**config.mk**
```make
export PLATFORM = sky130hd
export DESIGN_NAME = evabmof_udiv_seq
export DESIGN_NICKNAME = d
export VERILOG_FILES = /design/src/rtl/evabmof_udiv_seq.sv
export SDC_FILE = /design/constraint.sdc
export NUM_CORES = 1
export LEC_CHECK = 0
export CORE_ASPECT_RATIO = 0.75
export CORE_MARGIN = 2
export CORE_UTILIZATION = 57
export DETAILED_ROUTE_END_ITERATION = 10
export GPL_TIMING_DRIVEN = 0
export PLACE_DENSITY_LB_ADDON = 0.1
export SYNTH_ARGS = -nofsm -noshare
export SYNTH_HDL_FRONTEND = slang
export SYNTH_SLANG_ARGS = --single-unit
```
**constraint.sdc**
```tcl
create_clock -name ap_clk -period 6.5 [get_ports ap_clk]
set_clock_uncertainty 0.05 [all_clocks]
set_input_delay 0.65 -clock ap_clk [delete_from_list [all_inputs] [get_ports ap_clk]]
set_output_delay 0.65 -clock ap_clk [all_outputs]
set_load 0.05 [all_outputs]
```
**src/rtl/evabmof_udiv_seq.sv**
```systemverilog
// evabmof_udiv_seq: sequential restoring divider, 32-bit / 16-bit unsigned.
// One quotient bit is resolved per clock. Operands come in and results go out
// through valid/ready handshakes, and only one operation is in flight at a time.
//
//   state | meaning
//   ------+-----------------------------------------------------------
//   IDLE  | waiting for operands, in_ready high
//   CALC  | one restoring step per edge, cnt_q counts remaining steps
//   DONE  | result registered, out_valid high until out_ready
module evabmof_udiv_seq #(
  parameter int DIVIDEND_WIDTH = 32,
  parameter int DIVISOR_WIDTH  = 16
) (
  input  logic                      ap_clk,
  input  logic                      ap_rst,
  input  logic                      in_valid,
  output logic                      in_ready,
  input  logic [DIVIDEND_WIDTH-1:0] dividend,
  input  logic [DIVISOR_WIDTH-1:0]  divisor,
  output logic                      out_valid,
  input  logic                      out_ready,
  output logic [DIVIDEND_WIDTH-1:0] quotient,
  output logic [DIVISOR_WIDTH-1:0]  remainder,
  output logic                      div_by_zero,
  output logic                      q_ovf
);

  localparam int NW = DIVIDEND_WIDTH;
  localparam int DW = DIVISOR_WIDTH;
  localparam int CW = $clog2(NW + 1);

  typedef enum logic [1:0] {S_IDLE, S_CALC, S_DONE} state_t;

  state_t          state_q, state_d;
  logic [CW-1:0]   cnt_q, cnt_d;
  logic [NW-1:0]   q_q, q_d;
  logic [DW-1:0]   d_q, d_d;
  logic [DW:0]     r_q, r_d;
  logic [NW-1:0]   quo_q, quo_d;
  logic [DW-1:0]   rem_q, rem_d;
  logic            dbz_q, dbz_d;
  logic            ovf_q, ovf_d;

  // Trial remainder is kept one bit wider than R. The sign bit of the
  // difference then acts as the borrow, so no separate comparator is needed.
  logic [DW+1:0]   t_ext;
  logic [DW+1:0]   diff;
  logic            ge;
  logic [DW:0]     r_next;
  logic [NW-1:0]   q_next;

  // State register and all datapath flops, synchronous active-high reset
  always_ff @(posedge ap_clk) begin
    if (ap_rst) begin
      state_q <= S_IDLE;
      cnt_q   <= '0;
      q_q     <= '0;
      d_q     <= '0;
      r_q     <= '0;
      quo_q   <= '0;
      rem_q   <= '0;
      dbz_q   <= 1'b0;
      ovf_q   <= 1'b0;
    end else begin
      state_q <= state_d;
      cnt_q   <= cnt_d;
      q_q     <= q_d;
      d_q     <= d_d;
      r_q     <= r_d;
      quo_q   <= quo_d;
      rem_q   <= rem_d;
      dbz_q   <= dbz_d;
      ovf_q   <= ovf_d;
    end
  end

  // Next-state logic; a zero divisor skips CALC entirely
  always_comb begin
    state_d = state_q;
    case (state_q)
      S_IDLE: if (in_valid) state_d = (divisor == '0) ? S_DONE : S_CALC;
      S_CALC: if (cnt_q == CW'(1)) state_d = S_DONE;
      S_DONE: if (out_ready) state_d = S_IDLE;
      default: state_d = S_IDLE;
    endcase
  end

  // Handshake outputs decoded directly from state
  always_comb begin
    in_ready  = (state_q == S_IDLE);
    out_valid = (state_q == S_DONE);
  end

  // One restoring step. R stays below D, so the restored value fits in DW+1 bits.
  always_comb begin
    t_ext  = {r_q, q_q[NW-1]};
    diff   = t_ext - {2'b00, d_q};
    ge     = ~diff[DW+1];
    r_next = ge ? diff[DW:0] : t_ext[DW:0];
    q_next = {q_q[NW-2:0], ge};
  end

  // Datapath register updates; result registers only change on entry to DONE
  always_comb begin
    cnt_d = cnt_q;
    q_d   = q_q;
    d_d   = d_q;
    r_d   = r_q;
    quo_d = quo_q;
    rem_d = rem_q;
    dbz_d = dbz_q;
    ovf_d = ovf_q;
    case (state_q)
      S_IDLE: begin
        if (in_valid) begin
          q_d   = dividend;
          d_d   = divisor;
          r_d   = '0;
          cnt_d = CW'(NW);
          if (divisor == '0) begin
            quo_d = '1;
            rem_d = dividend[DW-1:0];
            dbz_d = 1'b1;
            ovf_d = 1'b1;
          end
        end
      end
      S_CALC: begin
        q_d   = q_next;
        r_d   = r_next;
        cnt_d = cnt_q - CW'(1);
        if (cnt_q == CW'(1)) begin
          quo_d = q_next;
          rem_d = r_next[DW-1:0];
          dbz_d = 1'b0;
          ovf_d = |q_next[NW-1:DW];
        end
      end
      default: ;
    endcase
  end

  // Registered results
  always_comb begin
    quotient    = quo_q;
    remainder   = rem_q;
    div_by_zero = dbz_q;
    q_ovf       = ovf_q;
  end

endmodule

```
==> impl_results.html <==
<table>
<tr><th>Metric</th><th>Value</th></tr>
<tr><th colspan="2">Yosys</th></tr>
<tr><td>Top cells by count, synth</td><td>131 x nand2_1, 123 x dfxtp_1, 103 x nor2_1</td></tr>
<tr><td>Sequential cell area fraction in the yosys report</td><td>42.28%</td></tr>
<tr><td>Cell area after synthesis</td><td>slightly below 0.006 mm2</td></tr>
<tr><td>Portion of synthesized cell area occupied by the leading cell type</td><td>42.28%</td></tr>
<tr><td>Post-synthesis instance total</td><td>between 700 and 800</td></tr>
<tr><td>Mapped Avg Cell Area</td><td>7.989 um2</td></tr>
<tr><td>Most frequently used cell type in the post-synthesis netlist</td><td>nand2_1</td></tr>
<tr><td>Number of nets produced by synthesis</td><td>800</td></tr>
<tr><td>Proportion of register bits with asynchronous set or reset after synthesis</td><td>0%</td></tr>
<tr><td>Leading area contributor after synthesis</td><td>dfxtp_1</td></tr>
<tr><td>Post-synth EDFFs</td><td>0</td></tr>
<tr><td>Post-synth top flop</td><td>dfxtp_1</td></tr>
<tr><td>Yosys warning count</td><td>0</td></tr>
<tr><td>Count of unique library cells instantiated by Yosys</td><td>56</td></tr>
<tr><td>Flops &amp; latches, synth</td><td>between 100 and 150</td></tr>
<tr><td>Main area contributors after synthesis</td><td>dfxtp_1 42%, nand2_1 8.4%, nor2_1 6.6%</td></tr>
<tr><th colspan="2">Final layout</th></tr>
<tr><td>Total inserted antenna cells</td><td>0</td></tr>
<tr><td>Share of layout cells above drive strength 1</td><td>5.794%</td></tr>
<tr><td>Filler cells</td><td>approximately 690</td></tr>
<tr><td>Final Net Count</td><td>921</td></tr>
<tr><td>Syn-to-layout area delta</td><td>30.91%</td></tr>
<tr><th colspan="2">Floorplan</th></tr>
<tr><td>Number of standard-cell rows in the floorplan</td><td>31</td></tr>
<tr><td>Die Span X</td><td>~120 um</td></tr>
<tr><td>I/O pin count</td><td>104</td></tr>
<tr><td>Core area</td><td>0.009813 mm2</td></tr>
<tr><td>Die Outline Area</td><td>~0.011 mm2</td></tr>
<tr><td>Initial Util</td><td>approximately 60%</td></tr>
<tr><td>Die height</td><td>about 92 um</td></tr>
<tr><th colspan="2">Clock network</th></tr>
<tr><td>Cts-stage hold buffer count</td><td>0</td></tr>
<tr><td>Buffer levels on the longest clock path</td><td>2</td></tr>
<tr><td>Resize count post-CTS</td><td>0</td></tr>
<tr><td>Clock Pin Slew Worst Setup and Hold Paths</td><td>0.06 ns</td></tr>
<tr><td>Clock buffer count from CTS</td><td>17</td></tr>
<tr><td>H-tree level count</td><td>4</td></tr>
<tr><td>Worst-Skew Late Latency</td><td>0.42 ns</td></tr>
<tr><td>Num Clock Sinks</td><td>123</td></tr>
<tr><td>Clk Tree Root Cell</td><td>clkbuf_16</td></tr>
<tr><td>Post-CTS setup repair buffer count</td><td>0</td></tr>
<tr><td>TritonCTS clock tree</td><td>done</td></tr>
<tr><th colspan="2">GRT</th></tr>
<tr><td>Number of antenna violations at the first check in global routing</td><td>0</td></tr>
<tr><td>Number of global-route vias before repair</td><td>between 5000 and 6000</td></tr>
<tr><td>Total GRT Usage</td><td>33.85%</td></tr>
<tr><td>Total grt overflow</td><td>0</td></tr>
<tr><td>Wire length of the first global-routing pass</td><td>29.28 mm</td></tr>
<tr><td>Largest net degree at the start of global routing</td><td>17</td></tr>
<tr><th colspan="2">Placed design</th></tr>
<tr><td>HPWL after detailed placement</td><td>13.51 mm</td></tr>
<tr><td>Placer's final routability congestion estimate</td><td>between 0.9 and 1</td></tr>
<tr><td>Post-place setup slack</td><td>roughly 2.8 ns</td></tr>
<tr><td>Input/output buffers</td><td>102</td></tr>
<tr><th colspan="2">Setup path</th></tr>
<tr><td>Cells along the critical path</td><td>clkdlybuf4s50_1, nor4_1, a41oi_1, nor2_1, buf_2, buf_1, a211oi_1</td></tr>
<tr><td>CP max FO</td><td>10</td></tr>
<tr><td>Worst r2r path cells</td><td>8</td></tr>
<tr><td>Endpoint type of the worst setup path</td><td>register</td></tr>
<tr><td>Delay of the slowest critical-path stage</td><td>0.54 ns</td></tr>
<tr><td>Crit Path Class</td><td>in -&gt; reg</td></tr>
<tr><td>Setup slack on the worst flop-to-flop path</td><td>3.40 ns</td></tr>
<tr><td>Count of cell instances traversed by the critical path</td><td>7</td></tr>
<tr><td>Critical Path Slowest Stage Cell</td><td>nor4_1</td></tr>
<tr><td>CP startpoint kind</td><td>input pin</td></tr>
<tr><td>R2R Path End</td><td>quotient[23]</td></tr>
<tr><td>Critical Path Sink</td><td>quotient[23]</td></tr>
<tr><td>Worst EP arrival</td><td>3.72 ns</td></tr>
<tr><td>Reg-to-reg critical path startpoint</td><td>state_q[0]</td></tr>
<tr><td>Critical path's top delay family</td><td>buffers and inverters</td></tr>
<tr><td>Data required time of the worst path</td><td>about 6.7 ns</td></tr>
<tr><td>Buffering stage count on the worst path with inverters included</td><td>3</td></tr>
<tr><td>Start point of the critical path</td><td>divisor[11]</td></tr>
<tr><th colspan="2">Detailed routing</th></tr>
<tr><td>Total length of routed wires</td><td>18.54 mm</td></tr>
<tr><td>First DRT Iteration DRCs</td><td>597</td></tr>
<tr><td>Total via count after detailed routing</td><td>6120</td></tr>
<tr><td>Router iterations before antenna repair</td><td>8</td></tr>
<tr><td>DR DRC count</td><td>0</td></tr>
<tr><td>Via density per instance</td><td>roughly 6</td></tr>
<tr><td>Number of antenna-violating nets in the routed design</td><td>0</td></tr>
<tr><td>Mean routed wirelength per cell</td><td>18.63 um</td></tr>
<tr><th colspan="2">STA</th></tr>
<tr><td>Sum of negative setup slack</td><td>0 ns</td></tr>
<tr><td>Number of setup violations in the final report</td><td>0</td></tr>
<tr><td>Final worst path period need</td><td>3.506 ns</td></tr>
<tr><td>Hold violation count in the final report</td><td>0</td></tr>
<tr><td>Worst-margin pin slew</td><td>0.8136 ns</td></tr>
<tr><td>Unrepaired setup endpoints after global routing</td><td>no</td></tr>
<tr><td>Number of pins with negative max-slew slack in the final report</td><td>0</td></tr>
<tr><td>Max Clock Freq</td><td>0.2853 GHz</td></tr>
<tr><td>Final WS setup</td><td>2.994 ns</td></tr>
<tr><td>Rel. slew slack</td><td>45.05%</td></tr>
<tr><td>Smallest hold slack</td><td>0.4072 ns</td></tr>
<tr><td>Tcrit/Tclk final</td><td>53.93%</td></tr>
<tr><th colspan="2">Hold path</th></tr>
<tr><td>Instance count along the most critical hold path</td><td>2</td></tr>
<tr><td>Worst Hold Class</td><td>reg -&gt; reg</td></tr>
<tr><th colspan="2">Power and ir drop</th></tr>
<tr><td>Highest ir drop seen on vdd</td><td>226.7 uV</td></tr>
<tr><td>Pwr/cell area</td><td>387.6 mW/mm2</td></tr>
<tr><td>Leakage power figure</td><td>approximately 0.0028 uW</td></tr>
<tr><th colspan="2">Flow run</th></tr>
<tr><td>Reported max-cap violation count</td><td>0</td></tr>
<tr><th colspan="2">Status</th></tr>
<tr><td>Outcome</td><td>complete, no violations</td></tr>
</table>
[cell families after synthesis]
logic type,after synthesis,share of synthesized area (%)
mux,5,0.8593
simple gates,297,21.80
buf+inv,81,5.456
compound gates,189,23.01
flops,123,42.28
fa+ha+maj,19,4.211
xor+xnor,15,2.385
[flip-flops by register name, indices dropped and copies added (netlist names)]
| register | cells |
|---|---|
| q_q | 32 |
| quotient | 32 |
| r_q | 17 |
| d_q | 16 |
| remainder | 16 |
| cnt_q | 6 |
| state_q | 2 |
| div_by_zero | 1 |
| q_ovf | 1 |
[stage by stage]
stage | area [um2] | total power, uW | std cells | util (%)
floorplan | 5824 | 1652 | 729 | -
global placement | 7010 | 1912 | 963 | 71.44
detailed placement | 7010 | 1941 | 963 | 71.44
CTS | 7625 | 2923 | 995 | 77.70
global route | 7625 | 3076 | 995 | 77.70
finish | 7625 | 2955 | 995 | 77.70
[cells in the final DEF (no fill, tap or decap), types with 3 or more instances in the layout]
cell             Yosys  routed
nand2b_1             3       3
nand2_1            131     131
o21a_1               5       5
a211oi_1            39      39
a21o_1               6       6
xnor2_1              9       9
dfxtp_1            123     123
o211ai_1             4       4
nand3_1              7       7
a21oi_1             40      40
buf_1                9       9
mux2i_1              5       5
xor2_1               5       5
nor4b_1              3       3
a31oi_1              9       9
buf_2               10      10
clkdlybuf4s50_1      0     102
clkinv_4             0       4
nor2b_1              6       6
inv_1               26      26
nor4_1              13      13
nor3_1              12      12
ha_1                18      18
clkbuf_16            0      17
o22ai_1              4       4
a311oi_1            38      38
o21ai_0             23      23
clkbuf_1            35      35
nand4_1              6       6
nor2_1             103     103
inv_6                0       5
bufinv_16            0       3
[worst min-delay path by stage]
stage                     slack, ns  startpoint      end
after floorplan                0.39     d_q[10]  d_q[10]
after detailed placement       0.40      d_q[5]   d_q[5]
after CTS                      0.41      d_q[5]   d_q[5]
after global routing           0.43      d_q[5]   d_q[5]
final                          0.41     d_q[13]  d_q[13]
after global placement         0.39     d_q[10]  d_q[10]
[routing by layer]
| layer | wire (um) | vias to the layer above | GRT usage [%] |
|---|---|---|---|
| li1 | - | 2847 | - |
| met2 | 8230 | 359 | 50.94 |
| met3 | 1728 | 50 | 7.035 |
| met4 | 369 | 0 | 10.08 |
| met1 | 8211 | 2864 | 48.67 |
| met5 | 0 | - | 0 |
[where the power goes]
part / switching [uW] / internal, uW
registers: 65.3 / 842
clock network: 376 / 610
logic: 671 / 391
[cell type report]
type | instances | area (um2) | share of cell area [%]
buffer | 55 | 220.2 | 2.888
sequential | 123 | 2462 | 32.29
clock inverter | 15 | 188.9 | 2.478
multi-input combinational | 525 | 3044 | 39.92
inverter | 26 | 97.59 | 1.280
tap | 132 | 165.2 | 2.166
timing repair buffer | 102 | 1021 | 13.39
clock buffer | 17 | 425.4 | 5.579
[tightest hold or removal path, stage by stage (launching register included)]
cell and delay (ns):
dfxtp_1 0.31, nand2_1 0.05, a21oi_1 0.05
Note: power is estimated with default switching activity, not from simulation.
